File: config.mk
export PLATFORM = sky130hd
export DESIGN_NAME = arf_sequencer_flat
export DESIGN_NICKNAME = d
export VERILOG_FILES = /design/src/rtl/arf_seq_pkg.sv /design/src/rtl/arf_sequencer_if.sv /design/src/rtl/arf_stack_depth.sv /design/src/rtl/arf_sequencer.sv /design/src/flat_wrapper.sv
export SDC_FILE = /design/constraint.sdc
export NUM_CORES = 1
export LEC_CHECK = 0
export ABC_AREA = 1
export ABC_CLOCK_PERIOD_IN_PS = 1700
export CORE_UTILIZATION = 30
export CTS_BUF_LIST = sky130_fd_sc_hd__clkbuf_8
export DETAILED_ROUTE_END_ITERATION = 8
export GPL_TIMING_DRIVEN = 0
export PLACE_DENSITY = 0.62
export SYNTH_ARGS = -nofsm -noshare
export SYNTH_HDL_FRONTEND = slang
export SYNTH_SLANG_ARGS = --single-unit
File: constraint.sdc
create_clock -name Clock -period 1.7 [get_ports Clock]
set_clock_uncertainty 0.2 [all_clocks]
set_input_delay 0.51 -clock Clock [delete_from_list [all_inputs] [get_ports Clock]]
set_output_delay 0.51 -clock Clock [all_outputs]
set_load 0.02 [all_outputs]
File: src/rtl/arf_seq_pkg.sv
// Shared encodings for the address-register-file sequencer: register function,
// register selects, out-selects, command opcodes and FSM state codes.
package arf_seq_pkg;

    localparam logic [1:0] FS_DEC  = 2'b00;
    localparam logic [1:0] FS_INC  = 2'b01;
    localparam logic [1:0] FS_LOAD = 2'b10;
    localparam logic [1:0] FS_CLR  = 2'b11;

    localparam logic [2:0] RS_NONE = 3'b000;
    localparam logic [2:0] RS_AR   = 3'b001;
    localparam logic [2:0] RS_SP   = 3'b010;
    localparam logic [2:0] RS_PC   = 3'b100;
    localparam logic [2:0] RS_ALL  = 3'b111;

    localparam logic [1:0] OS_PC = 2'b00;
    localparam logic [1:0] OS_SP = 2'b01;
    localparam logic [1:0] OS_AR = 2'b10;

    localparam logic [2:0] CMD_NOP    = 3'b000;
    localparam logic [2:0] CMD_FETCH  = 3'b001;
    localparam logic [2:0] CMD_PUSH   = 3'b010;
    localparam logic [2:0] CMD_POP    = 3'b011;
    localparam logic [2:0] CMD_JUMP   = 3'b100;
    localparam logic [2:0] CMD_SPINIT = 3'b101;

    typedef logic [3:0] state_t;

    localparam state_t ST_INIT0 = 4'd0;
    localparam state_t ST_INIT1 = 4'd1;
    localparam state_t ST_IDLE  = 4'd2;
    localparam state_t ST_F_RD  = 4'd3;
    localparam state_t ST_F_INC = 4'd4;
    localparam state_t ST_P_DEC = 4'd5;
    localparam state_t ST_P_WR  = 4'd6;
    localparam state_t ST_Q_RD  = 4'd7;
    localparam state_t ST_Q_INC = 4'd8;
    localparam state_t ST_J_LD  = 4'd9;
    localparam state_t ST_ACK   = 4'd10;
    localparam state_t ST_ERR   = 4'd11;

endpackage

File: src/rtl/arf_sequencer_if.sv
// Command handshake plus register-file control bundle between control unit,
// sequencer and address register file.
interface arf_sequencer_if;
    logic        CmdValid;
    logic [2:0]  Cmd;
    logic [15:0] Operand;
    logic        CmdReady;
    logic [2:0]  RegSel;
    logic [1:0]  FunSel;
    logic [1:0]  OutCSel;
    logic [1:0]  OutDSel;
    logic [31:0] ArfI;
    logic        MemRd;
    logic        MemWr;
    logic        Done;
    logic        Err;

    modport master (
        output CmdValid, Cmd, Operand,
        input  CmdReady, RegSel, FunSel, OutCSel, OutDSel, ArfI, MemRd, MemWr, Done, Err
    );

    modport slave (
        input  CmdValid, Cmd, Operand,
        output CmdReady, RegSel, FunSel, OutCSel, OutDSel, ArfI, MemRd, MemWr, Done, Err
    );
endinterface

File: src/rtl/arf_stack_depth.sv
// Saturating stack-depth counter (0..Depth) with full/empty flags.
module arf_stack_depth #(
    parameter int unsigned Depth = 16
) (
    input  logic clk_i,
    input  logic rst_i,
    input  logic inc_i,
    input  logic dec_i,
    input  logic clr_i,
    output logic full_o,
    output logic empty_o
);
    logic [7:0] depth_q, depth_d;

    assign full_o  = (depth_q == 8'(Depth));
    assign empty_o = (depth_q == 8'd0);

    always_comb begin
        depth_d = depth_q;
        if (clr_i) begin
            depth_d = 8'd0;
        end else if (inc_i && !full_o) begin
            depth_d = depth_q + 8'd1;
        end else if (dec_i && !empty_o) begin
            depth_d = depth_q - 8'd1;
        end
    end

    always_ff @(posedge clk_i) begin
        if (rst_i) begin
            depth_q <= 8'd0;
        end else begin
            depth_q <= depth_d;
        end
    end
endmodule

File: src/rtl/arf_sequencer.sv
// Command sequencer producing per-cycle AR/SP/PC controls and memory strobes.
// Define ARF_SEQ_STACK_GUARD_EN to build the depth guard that rejects overflow/underflow.
module arf_sequencer
    import arf_seq_pkg::*;
#(
    parameter logic [15:0] STACK_TOP   = 16'h00FF,
    parameter int unsigned STACK_DEPTH = 16
) (
    input logic            Clock,
    input logic            Reset,
    arf_sequencer_if.slave bus
);
    state_t      state_q, state_d;
    logic [2:0]  cmd_q;
    logic [15:0] operand_q;
    logic        accept;
    logic        push_blk, pop_blk;

    assign accept = bus.CmdValid && (state_q == ST_IDLE);

`ifdef ARF_SEQ_STACK_GUARD_EN
    logic full, empty;

    arf_stack_depth #(
        .Depth (STACK_DEPTH)
    ) u_depth (
        .clk_i   (Clock),
        .rst_i   (Reset),
        .inc_i   (state_q == ST_P_WR),
        .dec_i   (state_q == ST_Q_INC),
        .clr_i   (state_q == ST_INIT1),
        .full_o  (full),
        .empty_o (empty)
    );

    assign push_blk = full;
    assign pop_blk  = empty;
`else
    logic unused_depth_cfg;
    assign unused_depth_cfg = ^STACK_DEPTH;
    assign push_blk         = 1'b0;
    assign pop_blk          = 1'b0;
`endif

    always_comb begin
        state_d = ST_IDLE;
        unique case (state_q)
            ST_INIT0: state_d = ST_INIT1;
            ST_INIT1: state_d = ST_IDLE;
            ST_IDLE: begin
                state_d = ST_IDLE;
                if (bus.CmdValid) begin
                    case (bus.Cmd)
                        CMD_FETCH:  state_d = ST_F_RD;
                        CMD_PUSH:   state_d = push_blk ? ST_ERR : ST_P_DEC;
                        CMD_POP:    state_d = pop_blk ? ST_ERR : ST_Q_RD;
                        CMD_JUMP:   state_d = ST_J_LD;
                        CMD_SPINIT: state_d = ST_INIT1;
                        default:    state_d = ST_ACK;
                    endcase
                end
            end
            ST_F_RD: state_d = ST_F_INC;
            ST_P_DEC: state_d = ST_P_WR;
            ST_Q_RD: state_d = ST_Q_INC;
            default: state_d = ST_IDLE;
        endcase
    end

    always_ff @(posedge Clock) begin
        if (Reset) begin
            state_q   <= ST_INIT0;
            cmd_q     <= CMD_NOP;
            operand_q <= 16'h0000;
        end else begin
            state_q <= state_d;
            if (accept) begin
                cmd_q     <= bus.Cmd;
                operand_q <= bus.Operand;
            end
        end
    end

    logic [2:0]  reg_sel;
    logic [1:0]  fun_sel;
    logic [1:0]  out_sel;
    logic [15:0] arf_lo;
    logic        mem_rd, mem_wr, cmd_ready, done, err;

    // Moore decode; Reset forces every output low in the same cycle.
    always_comb begin
        reg_sel   = RS_NONE;
        fun_sel   = FS_DEC;
        out_sel   = OS_PC;
        arf_lo    = 16'h0000;
        mem_rd    = 1'b0;
        mem_wr    = 1'b0;
        cmd_ready = 1'b0;
        done      = 1'b0;
        err       = 1'b0;
        if (!Reset) begin
            case (state_q)
                ST_INIT0: begin
                    reg_sel = RS_ALL;
                    fun_sel = FS_CLR;
                end
                ST_INIT1: begin
                    reg_sel = RS_SP;
                    fun_sel = FS_LOAD;
                    arf_lo  = STACK_TOP;
                    done    = (cmd_q == CMD_SPINIT);
                end
                ST_IDLE:  cmd_ready = 1'b1;
                ST_F_RD: begin
                    out_sel = OS_PC;
                    mem_rd  = 1'b1;
                end
                ST_F_INC: begin
                    reg_sel = RS_PC;
                    fun_sel = FS_INC;
                    done    = 1'b1;
                end
                ST_P_DEC: begin
                    reg_sel = RS_SP;
                    fun_sel = FS_DEC;
                end
                ST_P_WR: begin
                    out_sel = OS_SP;
                    mem_wr  = 1'b1;
                    done    = 1'b1;
                end
                ST_Q_RD: begin
                    out_sel = OS_SP;
                    mem_rd  = 1'b1;
                end
                ST_Q_INC: begin
                    reg_sel = RS_SP;
                    fun_sel = FS_INC;
                    done    = 1'b1;
                end
                ST_J_LD: begin
                    reg_sel = RS_PC;
                    fun_sel = FS_LOAD;
                    arf_lo  = operand_q;
                    done    = 1'b1;
                end
                ST_ACK:   done = 1'b1;
`ifdef ARF_SEQ_STACK_GUARD_EN
                ST_ERR:   err = 1'b1;
`endif
                default: ;
            endcase
        end
    end

    assign bus.CmdReady = cmd_ready;
    assign bus.RegSel   = reg_sel;
    assign bus.FunSel   = fun_sel;
    assign bus.OutCSel  = out_sel;
    assign bus.OutDSel  = out_sel;
    assign bus.ArfI     = {16'h0000, arf_lo};
    assign bus.MemRd    = mem_rd;
    assign bus.MemWr    = mem_wr;
    assign bus.Done     = done;
    assign bus.Err      = err;
endmodule

File: src/flat_wrapper.sv
// flat-port wrapper written by rule: the top's interface ports become plain ports
module arf_sequencer_flat import arf_seq_pkg::*;
#(
    parameter logic [15:0] STACK_TOP   = 16'h00FF,
    parameter int unsigned STACK_DEPTH = 16
)
  (Clock, Reset, bus_CmdValid, bus_Cmd, bus_Operand, bus_CmdReady, bus_RegSel, bus_FunSel, bus_OutCSel, bus_OutDSel, bus_ArfI, bus_MemRd, bus_MemWr, bus_Done, bus_Err);
  arf_sequencer_if bus_i ();
  input logic Clock;
  input logic Reset;
  input wire logic [$bits(bus_i.CmdValid)-1:0] bus_CmdValid;
  input wire logic [$bits(bus_i.Cmd)-1:0] bus_Cmd;
  input wire logic [$bits(bus_i.Operand)-1:0] bus_Operand;
  output wire logic [$bits(bus_i.CmdReady)-1:0] bus_CmdReady;
  output wire logic [$bits(bus_i.RegSel)-1:0] bus_RegSel;
  output wire logic [$bits(bus_i.FunSel)-1:0] bus_FunSel;
  output wire logic [$bits(bus_i.OutCSel)-1:0] bus_OutCSel;
  output wire logic [$bits(bus_i.OutDSel)-1:0] bus_OutDSel;
  output wire logic [$bits(bus_i.ArfI)-1:0] bus_ArfI;
  output wire logic [$bits(bus_i.MemRd)-1:0] bus_MemRd;
  output wire logic [$bits(bus_i.MemWr)-1:0] bus_MemWr;
  output wire logic [$bits(bus_i.Done)-1:0] bus_Done;
  output wire logic [$bits(bus_i.Err)-1:0] bus_Err;
  assign bus_i.CmdValid = bus_CmdValid;
  assign bus_i.Cmd = bus_Cmd;
  assign bus_i.Operand = bus_Operand;
  assign bus_CmdReady = bus_i.CmdReady;
  assign bus_RegSel = bus_i.RegSel;
  assign bus_FunSel = bus_i.FunSel;
  assign bus_OutCSel = bus_i.OutCSel;
  assign bus_OutDSel = bus_i.OutDSel;
  assign bus_ArfI = bus_i.ArfI;
  assign bus_MemRd = bus_i.MemRd;
  assign bus_MemWr = bus_i.MemWr;
  assign bus_Done = bus_i.Done;
  assign bus_Err = bus_i.Err;
  arf_sequencer #(.STACK_TOP(STACK_TOP), .STACK_DEPTH(STACK_DEPTH)) u_core (.Clock(Clock), .Reset(Reset), .bus(bus_i));
endmodule
==> impl_metrics.toml, run 1 <==
[clock_tree]
numCtsBuffers = 3
path_clk_slew_ns = 0.08
htreeDepth = 1
cts-root-buf = "clkbuf_8"
clk_path_buf_depth = 2
clock-sinks = 23
tritoncts = "built"
cts_hold_buf = 0
clk_latency_ns = 0.26

[global_routing]
grt_overflow = 0
grt_max_degree = 14
use_met3_pct = 3.29
grt_pass1_vias = 1325
grt_use_met2_pct = 30.0
busiest_layer = "met2"
antenna_found_initial = 0
grtUsageTotal_pct = 17.3
grt_use_met1_pct = 20.9
grt_pass1_wl_um = 5950

[critical_path]
cp.required_ns = 0.99
critPathBufInv = 5
crit_path_end_kind = "primary output"
crit_chain = "inv_4 -> nand2_4 -> inv_4 -> nand3_4 -> buf_12 -> buf_12 -> nor2_4 -> buf_6"
path_delay_family = "buffers and inverters"
cpPeakStageDelay_ns = 0.37
crit_type = "reg -> out"
worstPathArrival_ns = 1.38
cp.depth = 8
worstSetupStartpointType = "flop"
crit_fanout = 5
worst_r2r_path_depth = 8
slowest_stage = "dfxtp_4"

[logic_synthesis]
synth-xor-area-share_pct = 0
yosys_warnings = 0
netlist_area_um2 = 1330
synth.avg_cell_area_um2 = 6.49
synthSimpleGateAreaFrac_pct = 34.9
ys_seq_elements = 23
netlist_instances = 205
synthMuxAreaShare_pct = 0
synth_top_family_by_area = "simple AND/OR/NAND/NOR gates"
synth_fa_ha_area_share_pct = 0
synth-compound-area-share_pct = 11.1
seq_area_frac_synth_pct = 34.6
synth.distinct_cells = 21

[floorplanning]
core_um2 = 4120
die_area_um2 = 4710
rows = 23
num_io_pins = 68
die_x_um = 68.6
start_util_pct = 32.4
die_y_um = 68.6

[hold_path]
hold_depth = 2
hold_path_class = "reg -> reg"

[sta]
finalCriticalPeriod_ns = 2.09
max_freq_mhz = 478
setup_slack_ns = -0.394
maxSlewViolCount = 0
rsz0062_at_grt = "yes"
finalSetupViolCount = 27
hold_viol = 0
min_period_over_period_pct = 123
setup_tns_ns = -9.46

[power]
ir_drop_v = 0.000434
powerDensity_nw_per_um2 = 950
power.total_mw = 2.49
p_leak_nw = 1.13

[run_status]
violations = "setup timing"
outcome = "complete, but fails checks"

[route]
post_drt_wl_per_cell_um = 11.5
drt_pre_antenna_iters = 4
vias = 1551
antenna_left = 0
wl_um = 4030
remaining_drc_errors = 0
viasPerCell = 4.43
drt_iter0_drc = 66

[placed_design]
portBuffers = 48
hpwl_um = 2480
place.gp.congestion = 0.778

[cells_and_area]
fillerInstances = 362
final_nets = 323
final_util_pct = 63.8
areaGrowthSynthToFinish_pct = 97.1
drive_above_1_share_pct = 46.0
antenna-diode-count = 0

[flow_run]
maxCapViolCount = 0
cells by family (layout without fill, tap and decap cells):
logic type	after synthesis	after routing
AND/OR/NAND/NOR	113	113
buffers and inverters	40	117
other	1	19
AO/OA/AOI/OAI	28	28
flip-flops	23	23
Yosys cell counts:
| master | count | share of area, % |
|---|---|---|
| nand3_4 | 1 | 1.3 |
| nor2_4 | 1 | 0.85 |
| nor2_2 | 2 | 0.94 |
| inv_2 | 2 | 0.56 |
| nand2_1 | 62 | 17 |
| nor4_1 | 1 | 0.47 |
| buf_4 | 21 | 12 |
| buf_6 | 3 | 2.5 |
| o221ai_1 | 1 | 0.66 |
| o32ai_1 | 1 | 0.66 |
| o21ai_0 | 3 | 1.1 |
| nand2_2 | 1 | 0.47 |
| buf_2 | 3 | 1.1 |
| dfxtp_1 | 23 | 35 |
| nor3_1 | 2 | 0.75 |
| inv_1 | 8 | 2.3 |
| clkbuf_1 | 3 | 0.85 |
| a21oi_1 | 23 | 8.6 |
| nand3_1 | 5 | 1.9 |
| conb_1 | 1 | 0.28 |
| nor2_1 | 38 | 11 |
sequential cells by signal, summed over array words and instances, names as in the netlist:
register and count:
u_core.cmd_q 3, u_core.state_q 4, u_core.operand_q 16
worst paths after layout:
| kind | start | endpoint | slack [ns] |
|---|---|---|---|
| min reg2reg | u_core.operand_q[0] | u_core.operand_q[0] | 0.27 |
| max | u_core.state_q[1] | bus_ArfI[2] | -0.39 |
| min | u_core.operand_q[0] | u_core.operand_q[0] | 0.27 |
| max reg2reg | u_core.state_q[1] | u_core.operand_q[14] | 0.21 |
what timing repair did:
| action | 4_1_cts | 5_1_grt |
|---|---|---|
| pin swaps | 7 | 3 |
| endpoints found under the setup margin | 32 | 27 |
| resized for setup | 191 | 14 |
| setup buffers | 15 | 8 |
| gates cloned | 1 | 1 |
layout by cell type (no fill, tap or decap), types with 5 or more instances in the layout:
cell | Yosys | final
a21oi_1 | 23 | 21
nand2_1 | 62 | 55
buf_6 | 3 | 29
dfxtp_1 | 23 | 19
nor2_1 | 38 | 15
inv_1 | 8 | 5
conb_1 | 1 | 19
nand2_2 | 1 | 6
buf_12 | 0 | 5
nand3_1 | 5 | 5
clkdlybuf4s50_1 | 0 | 20
nor2_2 | 2 | 5
nor2_4 | 1 | 21
buf_4 | 21 | 39
layer usage:
metal	share of wire, %	wire, µm
met2	50	2030
met5	0	0
met4	1.6	65
met3	6.7	271
met1	41	1670
where the power goes:
group / internal [mW] / total, mW / leakage [nW] / switching [mW]
registers: 0.619 / 0.690 / 0.189 / 0.0714
logic: 0.712 / 1.46 / 0.919 / 0.746
clock network: 0.164 / 0.345 / 0.0255 / 0.181
tightest hold or removal path: cells and delay by family (launching register included):
kind | cells | cell delay [ns]
simple gates | 1 | 0.06
compound gates | 1 | 0.05
flops | 1 | 0.31
metrics by stage:
step	hold slack, ns	instance area (µm²)	setup slack (ns)	instances
floorplan	0.242	1590	-0.136	223
global placement	0.253	2140	-1.26	321
detailed placement	0.254	2140	-1.23	321
CTS	0.268	2490	-0.379	341
global route	0.289	2620	-0.462	350
finish	0.268	2620	-0.394	350
layout make-up:
class	instances	area (µm²)	share of cell area [%]
Multi-Input combinational cell	160	938	35.8
Clock buffer	3	41.3	1.57
Tap cell	50	62.6	2.38
Inverter	10	47.5	1.81
Sequential cell	23	475	18.1
Timing Repair Buffer	73	781	29.8
Clock inverter	1	5.00	0.191
Buffer	30	273	10.4
(Power assumes the default switching activity.)
==> run 2: changes to the inputs <==
--- a/config.mk
+++ b/config.mk
@@ -6,12 +6,12 @@
 export NUM_CORES = 1
 export LEC_CHECK = 0
 export ABC_AREA = 1
-export ABC_CLOCK_PERIOD_IN_PS = 1700
 export CORE_UTILIZATION = 30
 export CTS_BUF_LIST = sky130_fd_sc_hd__clkbuf_8
 export DETAILED_ROUTE_END_ITERATION = 8
+export DONT_BUFFER_PORTS = 1
 export GPL_TIMING_DRIVEN = 0
-export PLACE_DENSITY = 0.62
+export PLACE_DENSITY = 0.43
 export SYNTH_ARGS = -nofsm -noshare
 export SYNTH_HDL_FRONTEND = slang
 export SYNTH_SLANG_ARGS = --single-unit
==> impl_metrics.toml, run 2 (synthesis gave the netlist of run 1 again) <==
[clock_tree]
clk_latency_ns = 0.26
htreeDepth = 1
clock-sinks = 23
cts-root-buf = "clkbuf_8"
numCtsBuffers = 3
tritoncts = "built"
clk_path_buf_depth = 2
cts_hold_buf = 0
path_clk_slew_ns = 0.09

[sta]
maxSlewViolCount = 0
hold_viol = 0
holdWs_ns = 0.172
maxSlewHeadroom_pct = 59.4
max_freq_mhz = 490
rsz0062_at_grt = "yes"
finalSetupViolCount = 27
worst_slew_pin_slew_ns = 0.609
min_period_over_period_pct = 120
finalCriticalPeriod_ns = 2.04
setup_slack_ns = -0.339

[critical_path]
slowest_stage = "dfxtp_4"
crit_type = "reg -> out"
cpPeakStageDelay_ns = 0.39
worst_r2r_path_depth = 9
cp.required_ns = 0.99
worstPathArrival_ns = 1.33
crit_fanout = 4
worstSetupStartpointType = "flop"
r2r_end = "u_core.operand_q[14]"
crit_chain = "inv_4 -> nand2_2 -> nor3_2 -> nor2_1 -> nor2_2"
timing.rr.start = "u_core.state_q[1]"
r2r_slack_ns = 0.04
crit_path_end_kind = "primary output"

[floorplanning]
num_io_pins = 68
rows = 23
core_um2 = 4120
die_area_um2 = 4710
die_x_um = 68.6
start_util_pct = 32.4
die_y_um = 68.6

[global_routing]
grt_pass1_wl_um = 5660
grt_pass1_vias = 1272
grt_max_degree = 14
grtUsageTotal_pct = 16.2
grt_overflow = 0
antenna_found_initial = 0

[cells_and_area]
largest_reg_flops = 16
multi_input_area_um2 = 997
layout_commonest_cell = "nand2_1"
drive_above_1_share_pct = 44.1
antenna-diode-count = 0
regMostFlops = "u_core.operand_q"
register_area_um2 = 475
areaGrowthSynthToFinish_pct = 60.9
final_nets = 270
final_cell_mix = "nand2_1, buf_4, nor2_4, a21oi_1"
reg_top3 = "u_core.operand_q x16, u_core.state_q x4, u_core.cmd_q x3"
fillerInstances = 397
final_util_pct = 52.1

[placed_design]
hpwl_um = 2580
place.gp.congestion = 0.867
portBuffers = 0

[run_status]
violations = "setup timing"
outcome = "complete, but fails checks"

[hold_path]
hold_path_class = "in -> reg"
holdPathEnd = "u_core.operand_q[9]"
hold_depth = 2
min-delay-start = "bus_Operand[9]"

[route]
post_drt_wl_per_cell_um = 12.8
wl_um = 3810
drt_iter0_drc = 59
drt_pre_antenna_iters = 4
antenna_left = 0
vias = 1363
remaining_drc_errors = 0
viasPerCell = 4.59

[power]
p_leak_nw = 0.858
powerDensity_nw_per_um2 = 1050
ir_drop_v = 0.000413

[flow_run]
maxCapViolCount = 0
## run 2: metal layers
layer  routed length, µm  up-vias  global-route usage [%]  part of all wire (%)
met1                1620      618                    20.4                    43
li1                    -      688                       -                     -
met4                  12        0                    4.69                  0.32
met5                   0        -                       0                     0
met2                1860       55                    28.2                    49
met3                 321        2                    2.63                   8.4
## run 2: how the worst max path moves through the flow
stage,slack [ns],from,cells after the start,end
after floorplan,-0.14,Reset,3,bus_OutDSel[0]
after global placement,-0.19,u_core.state_q[1],6,bus_ArfI[10]
after detailed placement,-0.20,u_core.state_q[1],6,bus_ArfI[10]
after CTS,-0.36,u_core.state_q[0],3,bus_FunSel[1]
after global routing,-0.40,u_core.state_q[3],5,bus_OutDSel[0]
final,-0.34,u_core.state_q[2],5,bus_Done
## run 2: layout make-up
cell class	instances	share of cell area, %
buffer	30	12.6
clock buffer	3	1.93
clock inverter	1	0.234
inverter	10	2.45
multi-input combinational	160	46.6
sequential	23	22.2
tap	50	2.92
timing repair buffer	20	11.2
## run 2: where the power goes
group          total [mW]  internal, mW  switching [mW]
Combinational        1.21         0.489           0.716
Clock               0.351         0.164           0.187
Sequential          0.701         0.619          0.0818
Total                2.26          1.27           0.985
## run 2: what timing repair did
item                                    in CTS  in global routing
endpoints found under the setup margin      27                 27
setup buffers                                9                  9
pin swaps                                    8                 10
cloned                                       2                  1
resized for setup                           32                 30
## run 2: metrics by stage
| stage | power (mW) | std cells | cell area (µm²) | setup TNS, ns | setup slack (ns) |
|---|---|---|---|---|---|
| after floorplan | 1.36 | 223 | 1590 | -0.914 | -0.136 |
| after global placement | 1.47 | 273 | 1660 | -3.05 | -0.193 |
| after detailed placement | 1.48 | 273 | 1660 | -3.19 | -0.198 |
| after CTS | 2.03 | 288 | 1950 | -8.54 | -0.361 |
| after global routing | 2.39 | 297 | 2140 | -9.76 | -0.399 |
| final | 2.26 | 297 | 2140 | -7.86 | -0.339 |
## run 2: critical path, delay by kind of cell, from the launching register on
| family | cells | cell delay (ns) |
|---|---|---|
| and+or+nand+nor | 4 | 0.57 |
| DFF | 1 | 0.39 |
| buffers and inverters | 1 | 0.10 |
==> run 3: changes to the inputs <==
--- a/config.mk
+++ b/config.mk
@@ -6,6 +6,7 @@
 export NUM_CORES = 1
 export LEC_CHECK = 0
 export ABC_AREA = 1
+export CORE_ASPECT_RATIO = 1.75
 export CORE_UTILIZATION = 30
 export CTS_BUF_LIST = sky130_fd_sc_hd__clkbuf_8
 export DETAILED_ROUTE_END_ITERATION = 8
==> impl_metrics.toml, run 3 (synthesis gave the netlist of run 1 again) <==
[cells_and_area]
drive_above_1_share_pct = 49.6
fin_cells = 299
layout_commonest_cell = "nand2_1"
final_cell_mix = "nand2_1, buf_4, nor2_4"
register_area_um2 = 475
reg_top3 = "u_core.operand_q x16, u_core.state_q x4, u_core.cmd_q x3"
largest_reg_flops = 16
antenna-diode-count = 0
final_nets = 273
fillerInstances = 414
areaGrowthSynthToFinish_pct = 65.2
regMostFlops = "u_core.operand_q"
multi_input_area_um2 = 1060

[global_routing]
grtUsageTotal_pct = 17.2
grt_pass1_vias = 1329
grt_pass1_wl_um = 6200
grt_max_degree = 13
antenna_found_initial = 0
grt_overflow = 0

[sta]
maxSlewViolCount = 0
worst_slew_pin_slew_ns = 0.673
finalSetupViolCount = 47
min_period_over_period_pct = 121
setup_slack_ns = -0.353
hold_viol = 0
rsz0062_at_grt = "yes"
finalCriticalPeriod_ns = 2.05
maxSlewHeadroom_pct = 55.1
max_freq_mhz = 487

[clock_tree]
clock-sinks = 23
cts-root-buf = "clkbuf_8"
clk_latency_ns = 0.27
cts_hold_buf = 0
numCtsBuffers = 3
clk_path_buf_depth = 2
path_clk_slew_ns = 0.08
tritoncts = "built"
htreeDepth = 1

[critical_path]
crit_path_end_kind = "primary output"
worstSetupStartpointType = "flop"
timing.rr.start = "u_core.state_q[3]"
crit_fanout = 5
r2r_slack_ns = -0.07
worst_r2r_path_depth = 9
r2r_end = "u_core.operand_q[14]"
cp.required_ns = 0.99
worstPathArrival_ns = 1.34
crit_type = "reg -> out"

[power]
p_leak_nw = 0.888
powerDensity_nw_per_um2 = 1060
ir_drop_v = 0.000692

[placed_design]
dp_cells = 272
hpwl_um = 2730
place.gp.congestion = 0.890
dp_slack_ns = -0.210
portBuffers = 0

[run_status]
violations = "setup timing"
outcome = "complete, but fails checks"

[flow_run]
maxCapViolCount = 0

[route]
antenna_left = 0
viasPerCell = 4.75
remaining_drc_errors = 0
vias = 1419
wl_um = 4250
drt_iter0_drc = 27
drt_pre_antenna_iters = 4
post_drt_wl_per_cell_um = 14.2

[floorplanning]
start_util_pct = 31.8
die_x_um = 52.4
num_io_pins = 68
rows = 31
die_y_um = 90.1
die_area_um2 = 4720
core_um2 = 4190

[hold_path]
min-delay-start = "bus_Operand[10]"
hold_depth = 2
holdPathEnd = "u_core.operand_q[10]"
hold_path_class = "in -> reg"
## run 3: cell types whose count changed in the layout (fill, tap and decap cells not counted), moves of 5 or more
cell     before  now
a21oi_1      21   11
a21oi_2       0   10
nor2_2       11    3
nand2_1      56   50
nor2_1        9   14
nand2_2       3    8
## run 3: power breakdown
part	total, mW	internal, mW	leakage (nW)	switching (mW)
sequential	0.689	0.619	0.189	0.0705
combinational	1.29	0.522	0.672	0.772
clock	0.345	0.162	0.0269	0.183
## run 3: layout make-up
| class | instances | share of cell area [%] |
|---|---|---|
| Sequential cell | 23 | 21.6 |
| Inverter | 10 | 2.28 |
| Multi-Input combinational cell | 160 | 48.1 |
| Timing Repair Buffer | 23 | 10.9 |
| Tap cell | 49 | 2.79 |
| Clock buffer | 3 | 1.88 |
| Buffer | 30 | 12.3 |
| Clock inverter | 1 | 0.171 |
## run 3: worst max path at each step
stage | startpoint | to | slack, ns | cells past startpoint
floorplan | Reset | bus_OutDSel[0] | -0.14 | 3
global placement | u_core.state_q[1] | bus_ArfI[10] | -0.20 | 6
detailed placement | u_core.state_q[1] | bus_ArfI[10] | -0.21 | 6
CTS | u_core.state_q[0] | bus_Done | -0.36 | 6
global route | u_core.state_q[2] | bus_Done | -0.41 | 5
finish | u_core.state_q[3] | bus_OutDSel[0] | -0.35 | 5
## run 3: layer usage
| layer | track usage [%] | share of wire (%) | vias to the layer above |
|---|---|---|---|
| li1 | - | - | 691 |
| met1 | 18.8 | 36 | 679 |
| met2 | 30.0 | 55 | 40 |
| met3 | 3.55 | 5.6 | 9 |
| met4 | 8.11 | 2.8 | 0 |
| met5 | 0 | 0 | - |
## run 3: through the flow
stage / power [mW] / hold WS (ns) / setup TNS, ns / area (µm²) / util (%)
floorplan: 1.36 / 0.242 / -0.914 / 1590 / -
global placement: 1.47 / 0.251 / -3.09 / 1660 / 39.5
detailed placement: 1.48 / 0.256 / -3.28 / 1660 / 39.5
CTS: 2.11 / 0.169 / -7.92 / 1940 / 46.4
global route: 2.46 / 0.171 / -12.52 / 2200 / 52.5
finish: 2.33 / 0.167 / -8.97 / 2200 / 52.5
## run 3: timing repair
| action | 4_1_cts | 5_1_grt |
|---|---|---|
| endpoints found under the setup margin | 27 | 47 |
| pin swaps | 6 | 13 |
| gates resized for setup | 25 | 54 |
| buffers inserted | 14 | 5 |
| gates cloned | 1 | 3 |
## run 3: critical path: stages (launching register included)
cell and delay (ns):
dfxtp_4 0.38, inv_4 0.07, buf_8 0.12, nand2_8 0.07, nor3_4 0.26, buf_6 0.17
